<file path="src/rtl/int_regfile_sb.sv">
`default_nettype none
// ============================================================================
// Module      : int_regfile_sb
// Description : Integer register file with a per-register pending-write
//               scoreboard. Two combinational read ports (data + busy), one
//               synchronous writeback port that also releases a pending
//               count, and an allocation port that reserves a pending count.
//               Register 0 is hardwired to zero and never busy.
//               Optional macro: REGFILE_BYPASS_EN forwards same-cycle
//               writeback data (and the post-release busy) onto the reads.
// Revision    : 1.0 - initial release
// ============================================================================
module int_regfile_sb #(
  parameter  int XLEN   = 64,
  parameter  int NREGS  = 32,
  parameter  int PEND_W = 2,
  localparam int AW     = $clog2(NREGS)
) (
  input  logic            clock,
  input  logic            reset,
  input  logic [AW-1:0]   read_addr_a,
  input  logic [AW-1:0]   read_addr_b,
  output logic [XLEN-1:0] read_data_a,
  output logic [XLEN-1:0] read_data_b,
  output logic            read_busy_a,
  output logic            read_busy_b,
  input  logic            write_enable,
  input  logic [AW-1:0]   write_addr,
  input  logic [XLEN-1:0] write_data,
  input  logic            alloc_valid,
  input  logic [AW-1:0]   alloc_addr,
  output logic            alloc_ready
);

  // Saturation value of a pending counter: no further allocation allowed.
  localparam logic [PEND_W-1:0] c_MAX = {PEND_W{1'b1}};

  // Flattened view of every register and counter (entry 0 is constant zero).
  logic [XLEN-1:0]   w_data [NREGS];
  logic [PEND_W-1:0] w_cnt  [NREGS];

  logic w_alloc_ready;
  logic w_alloc_fire;

  // Readiness looks only at the stored count; a same-cycle write to a
  // saturated register does not open a slot for the allocation.
  assign w_alloc_ready = (alloc_addr == '0) || (w_cnt[alloc_addr] != c_MAX);
  assign w_alloc_fire  = alloc_valid && w_alloc_ready;
  assign alloc_ready   = w_alloc_ready;

  genvar gi;
  generate
    for (gi = 0; gi < NREGS; gi++) begin : g_reg
      if (gi == 0) begin : g_zero
        assign w_data[gi] = '0;
        assign w_cnt[gi]  = '0;
      end else begin : g_live
        logic [XLEN-1:0]   r_data;
        logic [PEND_W-1:0] r_cnt;
        logic [PEND_W-1:0] w_cnt_nxt;
        logic              w_wr_hit;
        logic              w_al_hit;

        assign w_wr_hit = write_enable && (write_addr == AW'(gi));
        assign w_al_hit = w_alloc_fire && (alloc_addr == AW'(gi));

        // Next pending count: allocate increments, writeback releases, and a
        // simultaneous pair nets to zero except from an idle count, where the
        // release has nothing to cancel and the allocation must still count.
        always_comb begin
          w_cnt_nxt = r_cnt;
          if (w_al_hit && w_wr_hit) begin
            w_cnt_nxt = (r_cnt == '0) ? PEND_W'(1) : r_cnt;
          end else if (w_al_hit) begin
            w_cnt_nxt = r_cnt + PEND_W'(1);
          end else if (w_wr_hit && (r_cnt != '0)) begin
            w_cnt_nxt = r_cnt - PEND_W'(1);
          end
        end

        // Architectural value storage, updated on writeback.
        always_ff @(posedge clock or negedge reset) begin
          if (!reset) begin
            r_data <= '0;
          end else if (w_wr_hit) begin
            r_data <= write_data;
          end
        end

        // Pending-writer counter storage.
        always_ff @(posedge clock or negedge reset) begin
          if (!reset) begin
            r_cnt <= '0;
          end else begin
            r_cnt <= w_cnt_nxt;
          end
        end

        assign w_data[gi] = r_data;
        assign w_cnt[gi]  = r_cnt;
      end
    end
  endgenerate

`ifdef REGFILE_BYPASS_EN
  logic w_byp_a;
  logic w_byp_b;

  // Forwarding is suppressed during reset so the ports read zero there.
  assign w_byp_a = reset && write_enable && (write_addr != '0) && (write_addr == read_addr_a);
  assign w_byp_b = reset && write_enable && (write_addr != '0) && (write_addr == read_addr_b);

  // A forwarded read reports the busy state after this write's release.
  assign read_data_a = w_byp_a ? write_data : w_data[read_addr_a];
  assign read_data_b = w_byp_b ? write_data : w_data[read_addr_b];
  assign read_busy_a = w_byp_a ? (w_cnt[read_addr_a] > PEND_W'(1)) : (w_cnt[read_addr_a] != '0);
  assign read_busy_b = w_byp_b ? (w_cnt[read_addr_b] > PEND_W'(1)) : (w_cnt[read_addr_b] != '0);
`else
  // Reads show stored state only; writes appear the cycle after the edge.
  assign read_data_a = w_data[read_addr_a];
  assign read_data_b = w_data[read_addr_b];
  assign read_busy_a = (w_cnt[read_addr_a] != '0);
  assign read_busy_b = (w_cnt[read_addr_b] != '0);
`endif

endmodule
`default_nettype wire
</file>
<file path="config.mk">
export PLATFORM = sky130hd
export DESIGN_NAME = int_regfile_sb
export DESIGN_NICKNAME = d
export VERILOG_FILES = /design/src/rtl/int_regfile_sb.sv
export SDC_FILE = /design/constraint.sdc
export NUM_CORES = 2
export LEC_CHECK = 0
export CELL_PAD_IN_SITES_DETAIL_PLACEMENT = 1
export CELL_PAD_IN_SITES_GLOBAL_PLACEMENT = 2
export CORE_MARGIN = 8
export CORE_UTILIZATION = 41
export CTS_CLUSTER_DIAMETER = 120
export CTS_CLUSTER_SIZE = 10
export DETAILED_ROUTE_END_ITERATION = 6
export PLACE_DENSITY = 0.71
export SETUP_SLACK_MARGIN = 0.2
export SLEW_MARGIN = 10
export SYNTH_ARGS = -nofsm -noshare
export SYNTH_HDL_FRONTEND = slang
export SYNTH_SLANG_ARGS = --single-unit
</file>
<file path="constraint.sdc">
create_clock -name clock -period 4.4 [get_ports clock]
set_clock_uncertainty 0.05 [all_clocks]
set_input_delay 0.66 -clock clock [delete_from_list [all_inputs] [get_ports clock]]
set_output_delay 0.66 -clock clock [all_outputs]
set_load 0.05 [all_outputs]
</file>
# --- Word-level counts from Yosys, hierarchy flattened ---
# Index checks and enable logic that the tools add are counted.
totals:
  latch_bits: 0
  ram_bits: 0
  word_cells: 616
  rom_bits: 0
  regBits: 2046
  inputBits: 88
  n_memories: 0
  out_inout_bits: 131
classes:
  mux: 139
  n_div: 0
  multipliers: 0
  shifts: 0
  n_reduce_logical: 253
  order_cmp: 3
  addsub: 62
  n_bitwise: 3
  eq_ne: 94
op_table:
  columns: ["cell", "count"]
  rows:
  - ["$bmux W64 S5", 2]
  - ["$mux W2", 130]
  - ["$mux W64", 4]
  - ["$eq A5 B5 Y1 const B", 32]
  - ["$logic_and A1 B1 Y1", 125]
  - ["$reduce_bool A3 Y1", 31]
  - ["$eq A5 B4 Y1 const B", 16]
  - ["$reduce_bool A2 Y1", 33]
  - ["$add A2 B1 Y2 const B", 31]
  - ["$logic_not A2 Y1", 31]
  - ["$ne A2 B1 Y1 const B", 31]
  - ["$reduce_and A2 Y1", 31]
  - ["$sub A2 B1 Y2 const B", 31]
  - ["$eq A5 B3 Y1 const B", 8]
  - ["$bmux W2 S5", 3]
  - ["$eq A5 B2 Y1 const B", 4]
  - ["$ge A6 B6 Y1 const B", 3]
  - ["$not A5 Y6", 3]
  - ["$eq A5 B1 Y1 const B", 2]
  - ["$logic_not A5 Y1", 1]
  - ["$ne A2 B2 Y1 const B", 1]
  - ["$logic_or A1 B1 Y1", 1]

# --- Logic depth before layout (Yosys ltp) ---
depth:
  depth_word: 11
  mapped_depth: 10

# --- Worst setup path before layout ---
# OpenSTA, ideal clock, no wires.
synth_timing:
  kind: "input -> output"
  startpoint: "input port read_addr_a[1]"
  endpoint: "output port read_data_a[0]"
  path_stages: 7
  arrival_time_ns: 2.624
  setup_slack_ns: 1.066
  cell_sequence: "buf_2 -> buf_4 -> buf_2 -> buf_1 -> mux4_2 -> mux4_2 -> mux2_2"
synth_between:
  elab_chain_cells: 4
synth_lines:
  columns: ["element", "line", "source"]
  rows:
  - ["start: declaration", "21", "input logic [AW-1:0] read_addr_a,"]
  - ["$not A5 Y6 (implied by the code)", "120", "assign read_data_a = w_data[read_addr_a];"]
  - ["$bmux W64 S5", "120", null]
  - ["$mux W64 (implied by the code) (2 in series)", "120", null]
  - ["end: declaration", "23", "output logic [XLEN-1:0] read_data_a,"]
# No other way between the ends. The select of a mux whose other input is x is not followed.

# --- Worst setup path in the final report ---
layout_timing:
  startpoint: "input port read_addr_b[1]"
  endpoint: "output port read_data_b[49]"
layout_between:
  elab_chain_cells: 4
layout_lines:
  columns: ["element", "line", "source"]
  rows:
  - ["start: declaration", "22", "input logic [AW-1:0] read_addr_b,"]
  - ["$not A5 Y6 (implied by the code)", "121", "assign read_data_b = w_data[read_addr_b];"]
  - ["$bmux W64 S5", "121", null]
  - ["$mux W64 (implied by the code) (2 in series)", "121", null]
  - ["end: declaration", "24", "output logic [XLEN-1:0] read_data_b,"]
# No other way between the ends. The select of a mux whose other input is x is not followed.

==> out/results.tsv <==
stage	metric	value	unit
clocking	CTS tree	built	
synthesis	Async SR Flop Fraction	100	%
timing	Hold WS	261	ps
synthesis	Synth top area share	46.6	%
placement	placed insts	10811	
cells_and_area	Layout fillers	25779	
placement	Placer Congestion	0.804	
synthesis	dominant synthesized flop cell	dfrtp_1	
clocking	clk root buf	clkbuf_16	
pwr	total power	56800	uW
synthesis	Yosys cell types	37	
cells_and_area	layout cells sized above 1	51.9	%
clocking	Sink Count	2046	
timing	RSZ-0062 raised after global routing	no	
route	DR DRC count	0	
synthesis	top-count cell post-synth	dfrtp_1	
pwr	Flop pwr share	45.0	%
grt	first-pass GRT wire length	572	mm
grt	largest net degree at the start of global routing	126	
pwr	Lkg Pwr	0.0537	uW
synthesis	Mapped Cells	7462	
route	Antenna Nets Post-Route	0	
critical_path	Crit Path Category	primary input to output port	
placement	port bufs	218	
cells_and_area	final std cells w/o fill	11059	
critical_path	Setup crit end kind	output port	
timing	Max-Slew Margin vs Limit	17.5	%
route	drt via density	6.37	
grt	vias in the first global route	77053	
min_path	HP Class	primary input to flip-flop	
die	Initial Util	41.1	%
job	max cap viols	0	
synthesis	cell area after synthesis	110000	um2
grt	grt ovf	0	
pwr	sw frac	29.8	%
synthesis	sequential area share after synthesis	46.6	%
die	Die ar.	285000	um2
timing	Fin. Hold Viols	0	
pwr	Pwr per Cell Area	459	nW/um2
clocking	clock latency on the worst-skew pair	910	ps
timing	Sum Neg Setup Slack	0	ps
timing	FMAX	243	MHz
synthesis	top cells by count, synth	dfrtp_1, mux2_2, mux4_2	
route	via count	70393	
run_status	status	finished, final reports clean	
clocking	H-tree Lvls	4	
critical_path	Max FO, Critical Path	17	
route	Final Routed Wirelength	388	mm
critical_path	startpoint class of the critical path	primary input	
route	Iter 0 DRT Violations	5439	
critical_path	Arrival @ worst endpoint	3400	ps
pwr	internal power	39900	uW
clocking	Num CTS Buffers	230	
synthesis	mean area per synthesized cell	14.7	um2
die	# IOs	219	
timing	max-slew violations	0	
die	chip width	534	um
pwr	Peak VDD IR	321	uV
timing	final worst-path cycle share	93.4	%
placement	post-DP HPWL	224	mm
clocking	clk slew on worst S/H paths	60	ps
route	first-pass detailed-route iteration total	5	
synthesis	Synth area leader	dfrtp_1	
pwr	Logic pwr share	25.3	%
cells_and_area	Final Net Count	7580	
timing	worst-margin pin slew	1240	ps
cells_and_area	area grow syn2layout	12.7	%
route	wire per inst	35.1	um
synthesis	Seq cells post-synth	2046	
pwr	Net Sw Power	16900	uW
grt	antenna violations before repair	26	
synthesis	largest cells by area after synthesis	dfrtp_1, mux4_2, mux2_2, nand2_1, clkbuf_1	
timing	min cycle time layout	4110	ps
timing	Setup violations, final	0	
grt	Total GRT Usage	27.2	%
die	Die H	534	um
die	Rows	190	
pwr	Clock power frac	29.7	%
synthesis	Syn Nets	7550	
clocking	Clock Tree Buf Depth	4	
cells_and_area	post-layout util	46.3	%
die	CORE AREA	267000	um2
synthesis	Yosys warnings	0	
critical_path	Critical Path RT	3690	ps
synthesis	Post-synth EDFFs	0	
## per-stage QoR
step,worst slack [ps],area [um2]
detailed placement,328,118000
finish,289,124000
CTS,330,124000
global placement,367,118000
floorplan,1070,110000
global route,303,124000
## registers in the layout, summed over array words and instances (netlist names)
register	cells
g.g_live.r_data	1984
g.g_live.r_cnt	62
## kinds of logic after synthesis
logic type | Yosys count | share of synthesized area (%)
AOI/OAI and AO/OA | 255 | 1.83
DFF | 2046 | 46.6
xor gates and xnor gates | 31 | 0.247
buffers and inverters | 795 | 3.15
muxes | 3105 | 43.8
and+or+nand+nor | 1230 | 4.45
## power by group through the flow
stage	clock network, uW	logic, uW	registers, uW
CTS	17300	14500	25500
global route	17900	15300	26100
finish	16900	14400	25500
floorplan	0	10700	24700
detailed placement	0	14500	25800
global placement	0	14100	25500
## final cells by class
| type | count | area (um2) | area share, % |
|---|---|---|---|
| Multi-Input combinational cell | 4621 | 55600 | 44.9 |
| Sequential cell | 2046 | 51200 | 41.3 |
| Timing Repair Buffer | 590 | 6730 | 5.43 |
| Clock buffer | 233 | 5810 | 4.69 |
| Tap cell | 3552 | 4440 | 3.59 |
| Clock inverter | 5 | 87.6 | 0.0707 |
| Antenna cell | 9 | 22.5 | 0.0182 |
| Inverter | 3 | 11.3 | 0.00909 |
## per-layer routing
| layer | part of all wire [%] | global-route usage, % |
|---|---|---|
| met1 | 43 | 38.1 |
| met2 | 47 | 43.5 |
| met3 | 5.8 | 4.40 |
| met4 | 3.8 | 9.03 |
| met5 | 0.035 | 0 |
## placed cells by master, fill, tap and decap left out, types with 23 or more instances in the layout
master,n
buf_12,162
nor2b_1,23
clkbuf_16,231
mux4_2,1170
nand3_1,36
a22o_1,129
nand2_1,1017
mux2_2,1926
clkdlybuf4s50_1,75
buf_4,340
nor2_1,45
a21oi_1,25
nor3_1,25
o2111ai_1,32
dfrtp_1,2046
## critical path, cell delays in order
cell and delay, ps:
buf_8 250, nor2b_4 980, buf_4 510, a22o_1 210, mux4_2 260, mux2_2 240
buf_4 220
## worst paths after layout
path / start / endpoint / slack [ps] / depth (start not counted)
worst max-delay path: read_addr_b[1] / read_data_b[49] / 290 / 7
max in group asynchronous: reset / g_reg[28].g_live.r_data[51] / 2490 / 3
worst min register to register: g_reg[14].g_live.r_data[34] / g_reg[14].g_live.r_data[34] / 440 / 2
min in group asynchronous: reset / g_reg[16].g_live.r_data[4] / 420 / 2
worst min-delay path: write_data[5] / g_reg[30].g_live.r_data[5] / 260 / 3
worst max register to register: g_reg[21].g_live.r_cnt[0] / g_reg[23].g_live.r_cnt[0] / 2000 / 7
## timing repair
item,CTS,global route
gates resized for setup,0,0
hold buffers,1,0
setup buffers,0,0
hold endpoints to repair,73,0
setup endpoints to repair,0,0
Power figures use the tool's default switching activity.
